File: src/rtl/lsp_prev_update.sv
// lsp_prev_update: shifts the four-row MA predictor history (freq_prev) in
// shared scratch memory down by one frame and writes the current lsp_ele
// vector into row 0. Each word takes a read, a latency wait and a write.
// All values are stored as sign-extended 16-bit Q13 words.
module lsp_prev_update #(
    parameter int M     = 10,
    parameter int MA_NP = 4
) (
    input  logic        clk,
    input  logic        reset,
    input  logic        start,
    input  logic [10:0] lspele,
    input  logic [10:0] freq_prev,
    input  logic [31:0] readIn,
    output logic [10:0] readAddr,
    output logic [10:0] writeAddr,
    output logic [31:0] writeOut,
    output logic        writeEn,
    output logic        done
);

    localparam logic [3:0] J_LAST  = 4'(M - 1);
    localparam logic [1:0] K_FIRST = 2'(MA_NP - 1);

    typedef enum logic [2:0] {
        S_IDLE,
        S_RD,
        S_WAIT,
        S_WR,
        S_DONE
    } state_t;

    state_t      state, state_nxt;
    logic [1:0]  k, k_nxt;
    logic [3:0]  j, j_nxt;
    logic        ph, ph_nxt;     // 1 = copying lsp_ele into row 0
    logic [5:0]  src_off;
    logic [10:0] rd_addr_nxt;
    logic [10:0] wr_addr_nxt;

    // Only the high base bits are used for addressing and only the Q13 half
    // of the read word is kept.
    logic unused_bits;
    assign unused_bits = ^{readIn[31:16], lspele[3:0], freq_prev[5:0]};

    // Offset of history element [k][j]: 10k + j, built from shifts (max 39).
    function automatic logic [5:0] row_off(input logic [1:0] kk, input logic [3:0] jj);
        return {1'b0, kk, 3'b000} + {3'b000, kk, 1'b0} + {2'b00, jj};
    endfunction

    // Next-state and counter sequencing: descending rows, then the lsp_ele phase.
    always_comb begin
        state_nxt = state;
        k_nxt     = k;
        j_nxt     = j;
        ph_nxt    = ph;
        case (state)
            S_IDLE: begin
                if (start) begin
                    state_nxt = S_RD;
                    k_nxt     = K_FIRST;
                    j_nxt     = '0;
                    ph_nxt    = 1'b0;
                end
            end
            S_RD:   state_nxt = S_WAIT;
            S_WAIT: state_nxt = S_WR;
            S_WR: begin
                if (ph && (j == J_LAST)) begin
                    state_nxt = S_DONE;
                end else begin
                    state_nxt = S_RD;
                    if (j == J_LAST) begin
                        j_nxt = '0;
                        if (k == 2'd1) begin
                            k_nxt  = '0;
                            ph_nxt = 1'b1;
                        end else begin
                            k_nxt = k - 2'd1;
                        end
                    end else begin
                        j_nxt = j + 4'd1;
                    end
                end
            end
            S_DONE: begin
                state_nxt = S_IDLE;
                k_nxt     = '0;
                j_nxt     = '0;
                ph_nxt    = 1'b0;
            end
            default: state_nxt = S_IDLE;
        endcase
    end

    // Address generation: the read address uses the upcoming counters so it
    // can be registered on entry to RD; the write address uses the current ones.
    always_comb begin
        src_off     = row_off(k_nxt - 2'd1, j_nxt);
        rd_addr_nxt = ph_nxt ? {lspele[10:4], j_nxt} : {freq_prev[10:6], src_off};
        wr_addr_nxt = {freq_prev[10:6], row_off(k, j)};
    end

    // State, counters and registered memory-port outputs.
    always_ff @(posedge clk or negedge reset) begin
        if (!reset) begin
            state     <= S_IDLE;
            k         <= '0;
            j         <= '0;
            ph        <= 1'b0;
            readAddr  <= '0;
            writeAddr <= '0;
            writeOut  <= '0;
            writeEn   <= 1'b0;
            done      <= 1'b0;
        end else begin
            state   <= state_nxt;
            k       <= k_nxt;
            j       <= j_nxt;
            ph      <= ph_nxt;
            writeEn <= (state_nxt == S_WR);
            done    <= (state_nxt == S_DONE);
            if (state_nxt == S_RD) begin
                readAddr <= rd_addr_nxt;
            end
            if (state_nxt == S_WR) begin
                writeAddr <= wr_addr_nxt;
                writeOut  <= {{16{readIn[15]}}, readIn[15:0]};
            end
        end
    end

endmodule
File: config.mk
export PLATFORM = sky130hd
export DESIGN_NAME = lsp_prev_update
export DESIGN_NICKNAME = d
export VERILOG_FILES = /design/src/rtl/lsp_prev_update.sv
export SDC_FILE = /design/constraint.sdc
export NUM_CORES = 1
export LEC_CHECK = 0
export BUFFER_PORTS_ARGS = -buffer_cell sky130_fd_sc_hd__buf_4
export CAP_MARGIN = 30
export CORE_ASPECT_RATIO = 1.1
export CORE_MARGIN = 2
export CORE_UTILIZATION = 35
export CTS_BUF_LIST = sky130_fd_sc_hd__clkbuf_16
export DETAILED_ROUTE_END_ITERATION = 6
export SKIP_LAST_GASP = 1
export SLEW_MARGIN = 5
export SYNTH_ARGS = -nofsm -noshare
export SYNTH_HDL_FRONTEND = slang
export SYNTH_SLANG_ARGS = --single-unit
File: constraint.sdc
create_clock -name clk -period 3.4 [get_ports clk]
set_input_delay 0.34 -clock clk [delete_from_list [all_inputs] [get_ports clk]]
set_output_delay 0.34 -clock clk [all_outputs]
set_load 0.05 [all_outputs]
==> impl_metrics.py <==
metrics = {
    "setup_path": {
        "critical_path_arrival_ns": 3.08,
        "critical_path_buf_inv_count": 0,
        "path_delay_family": "simple AND/OR/NAND/NOR gates",
        "max_stage_delay_ns": 0.46,
        "critPathLaunch": "j[0]",
        "cp-endpoint": "readAddr[4]",
        "worstRegToRegCells": 11,
        "worstSetupEndpointType": "register",
        "critPathMaxFanout": 8,
        "worstSetupPathType": "register to register",
        "rr_startpoint": "j[0]",
        "critPathSlowestCell": "dfrtp_1",
        "r2r_slack_ns": 0.53,
        "cp_cell_sequence": "ha_1 -> nand3b_2 -> nor3_4 -> mux2i_1 -> nand2_1 -> ha_1 -> nand3_1 -> nand2_1 -> nand3b_1 -> mux2_4 -> a31oi_1",
        "startpoint_type": "register",
        "regToRegEndpoint": "readAddr[4]",
        "crit_required_ns": 3.62,
        "worstSetupPathDepth": 11,
    },
    "clock_tree": {
        "root_buffer": "clkbuf_16",
        "clockBufferDepth": 2,
        "path_clk_slew_ns": 0.07,
        "cts_resized": 0,
        "htreeDepth": 2,
        "cts_tree": "built",
        "cts_buffers": 5,
        "hold_buffers": 0,
        "cts_num_sinks": 50,
        "cts_setup_buffers": 0,
        "worstSkewPairLatency_ns": 0.29,
    },
    "global_routing": {
        "grtUsageTotal_pct": 15.0,
        "grt_pass1_vias": 1996,
        "grt_overflow": 0,
        "grt_pass1_wl_um": 9530,
        "grt_antenna_before_repair": 0,
        "grt_max_degree": 51,
    },
    "detailed_routing": {
        "wl_per_cell_um": 13.6,
        "wl_um": 5810,
        "avgViaCountPerCell": 4.83,
        "drc": 8,
        "first_iter_violations": 75,
        "dr.pass1.iters": 7,
        "vias": 2063,
        "ant_nets": 0,
    },
    "run": {
        "maxCapViolCount": 0,
    },
    "synthesis": {
        "ys.flop_type": "dfrtp_1",
        "ys_types": 42,
        "syn_inst": 275,
        "synth_fp_nets": 343,
        "avgSynthCellArea_um2": 9.39,
        "ys_ff_latch": 50,
        "ys_seq_area_share_pct": 48.4,
        "synth_edf_count": 0,
        "ys_warn_count": 0,
        "async_flop_share_pct": 100,
        "netlist_area_um2": 2580,
    },
    "placed_design": {
        "routabilityCongestion": 0.749,
        "io_buffers": 86,
        "dp.final_hpwl_um": 4090,
    },
    "timing": {
        "tightest_slew_ns": 0.768,
        "slew_headroom_pct": 48.8,
        "final_max_slew_viol_count": 0,
        "hold_viol_final": 0,
        "period_share_pct": 84.3,
        "skew_ns": 0.00799,
        "clock.fmax_ghz": 0.349,
        "setup_tns_ns": 0,
        "setup_viol": 0,
        "rsz0062_at_grt": "no",
        "min_period_ns": 2.87,
    },
    "die": {
        "core_area_um2": 7090,
        "fp-row-count": 32,
        "die_h_um": 94.1,
        "start_util_pct": 36.4,
        "io_pins": 113,
        "die-area_um2": 8080,
        "die_w_um": 85.9,
    },
    "layout": {
        "fill_cells": 693,
        "n_antenna_cell": 0,
        "syn2layout_area_growth_pct": 27.3,
        "nNetsFinal": 409,
        "layout-drive-gt1-share_pct": 29.5,
    },
    "hold_path": {
        "min_path_type": "input pin to asynchronous set/reset pin",
    },
    "outcome": {
        "status": "finished, violations left",
        "violations": "DRC",
    },
}
[worst min-delay path by stage]
stage / startpoint / endpoint / slack, ns
2_1_floorplan: reset / done / 0.04
3_3_place_gp: reset / readAddr[4] / 0.42
3_5_place_dp: reset / readAddr[4] / 0.42
4_1_cts: reset / readAddr[4] / 0.11
5_1_grt: reset / readAddr[4] / 0.14
6_report: reset / readAddr[4] / 0.06
[cells by family (layout without fill, tap and decap cells)]
logic type               Yosys count  count (layout)  share of synthesized area (%)
AO/OA/AOI/OAI                     46              46                           10.9
XOR/XNOR                           6               6                           2.04
adder cells (fa/ha/maj)           11              11                           5.91
buffers and inverters             35             102                           8.67
flip-flops                        50              50                           48.4
multiplexers                       7               7                           2.91
AND/OR/NAND/NOR                  120             120                           21.2
[layout by cell type, fill, tap and decap left out, drive strengths merged, types with 3 or more instances in the layout]
master / instances
nand2: 91
buf: 86
dfrtp: 50
o21ai: 23
ha: 9
nor2: 8
inv: 8
a21oi: 6
mux2i: 6
clkbuf: 5
nand3: 4
a21o: 3
xor2: 3
xnor2: 3
and3b: 3
nor3: 3
clkinv: 3
nand3b: 3
or3b: 3
[layer usage]
layer  wire length (um)  share of wire, %  vias up  GRT usage (%)
met5                  0                 0        -              0
met4                 99               1.7        0           5.95
met3                329               5.7        6           3.25
met2               2860                49       60           25.6
met1               2520                43      976           18.3
li1                   -                 -     1021              -
[area by class of cell]
cell class | instances | area [um^2] | share of cell area [%]
Timing Repair Buffer | 86 | 646 | 19.6
Inverter | 8 | 30.0 | 0.914
Multi-Input combinational cell | 190 | 1110 | 33.7
Tap cell | 85 | 106 | 3.24
Sequential cell | 50 | 1250 | 38.1
Clock inverter | 3 | 21.3 | 0.647
Clock buffer | 5 | 125 | 3.81
[registers in the layout (all words and copies together), names as in the netlist]
signal	cells
writeOut	16
state	3
writeAddr	11
done	1
j	4
ph	1
writeEn	1
k	2
readAddr	11
[Yosys cell counts (2+ instances only)]
master,n,share of area [%]
and3b_1,2,0.68
xor2_1,3,1.0
nor2_1,8,1.2
mux2i_1,6,2.3
xnor2_1,3,1.0
a21o_1,3,0.87
clkbuf_1,4,0.58
buf_2,2,0.39
a31oi_1,2,0.48
nor2b_1,2,0.48
ha_1,9,4.4
buf_6,3,1.3
fa_1,2,1.6
o21ai_0,23,4.5
a21oi_1,6,1.2
dfrtp_1,50,48
o211ai_1,2,0.58
nand2_1,91,13
o211a_1,2,0.78
buf_4,18,5.2
inv_1,8,1.2
o31ai_1,2,0.58
nand3_1,4,0.78
nor3_1,2,0.39
[worst register-to-register path, cell delays in order, from the launching register on]
cell and delay [ns]:
dfrtp_1 0.46, ha_1 0.24, nand3b_2 0.16, nor3_4 0.23, mux2i_1 0.45, nand2_1 0.18
ha_1 0.30, nand3_1 0.08, nand2_1 0.08, nand3b_1 0.16, mux2_4 0.29, a31oi_1 0.16
[per-stage QoR]
stage               area, um^2  hold slack, ns  setup WS [ns]  util, %  cells
floorplan                 2580          0.0444          0.919        -    275
CTS                       3290           0.105          0.543     46.4    427
global placement          3140           0.421          0.599     44.3    419
global route              3290           0.142          0.329     46.4    427
finish                    3290          0.0636          0.533     46.4    427
detailed placement        3140           0.424          0.563     44.3    419
Power is not shown: default switching activity piles up to over one toggle a cycle in this logic, so the estimate is an artifact.
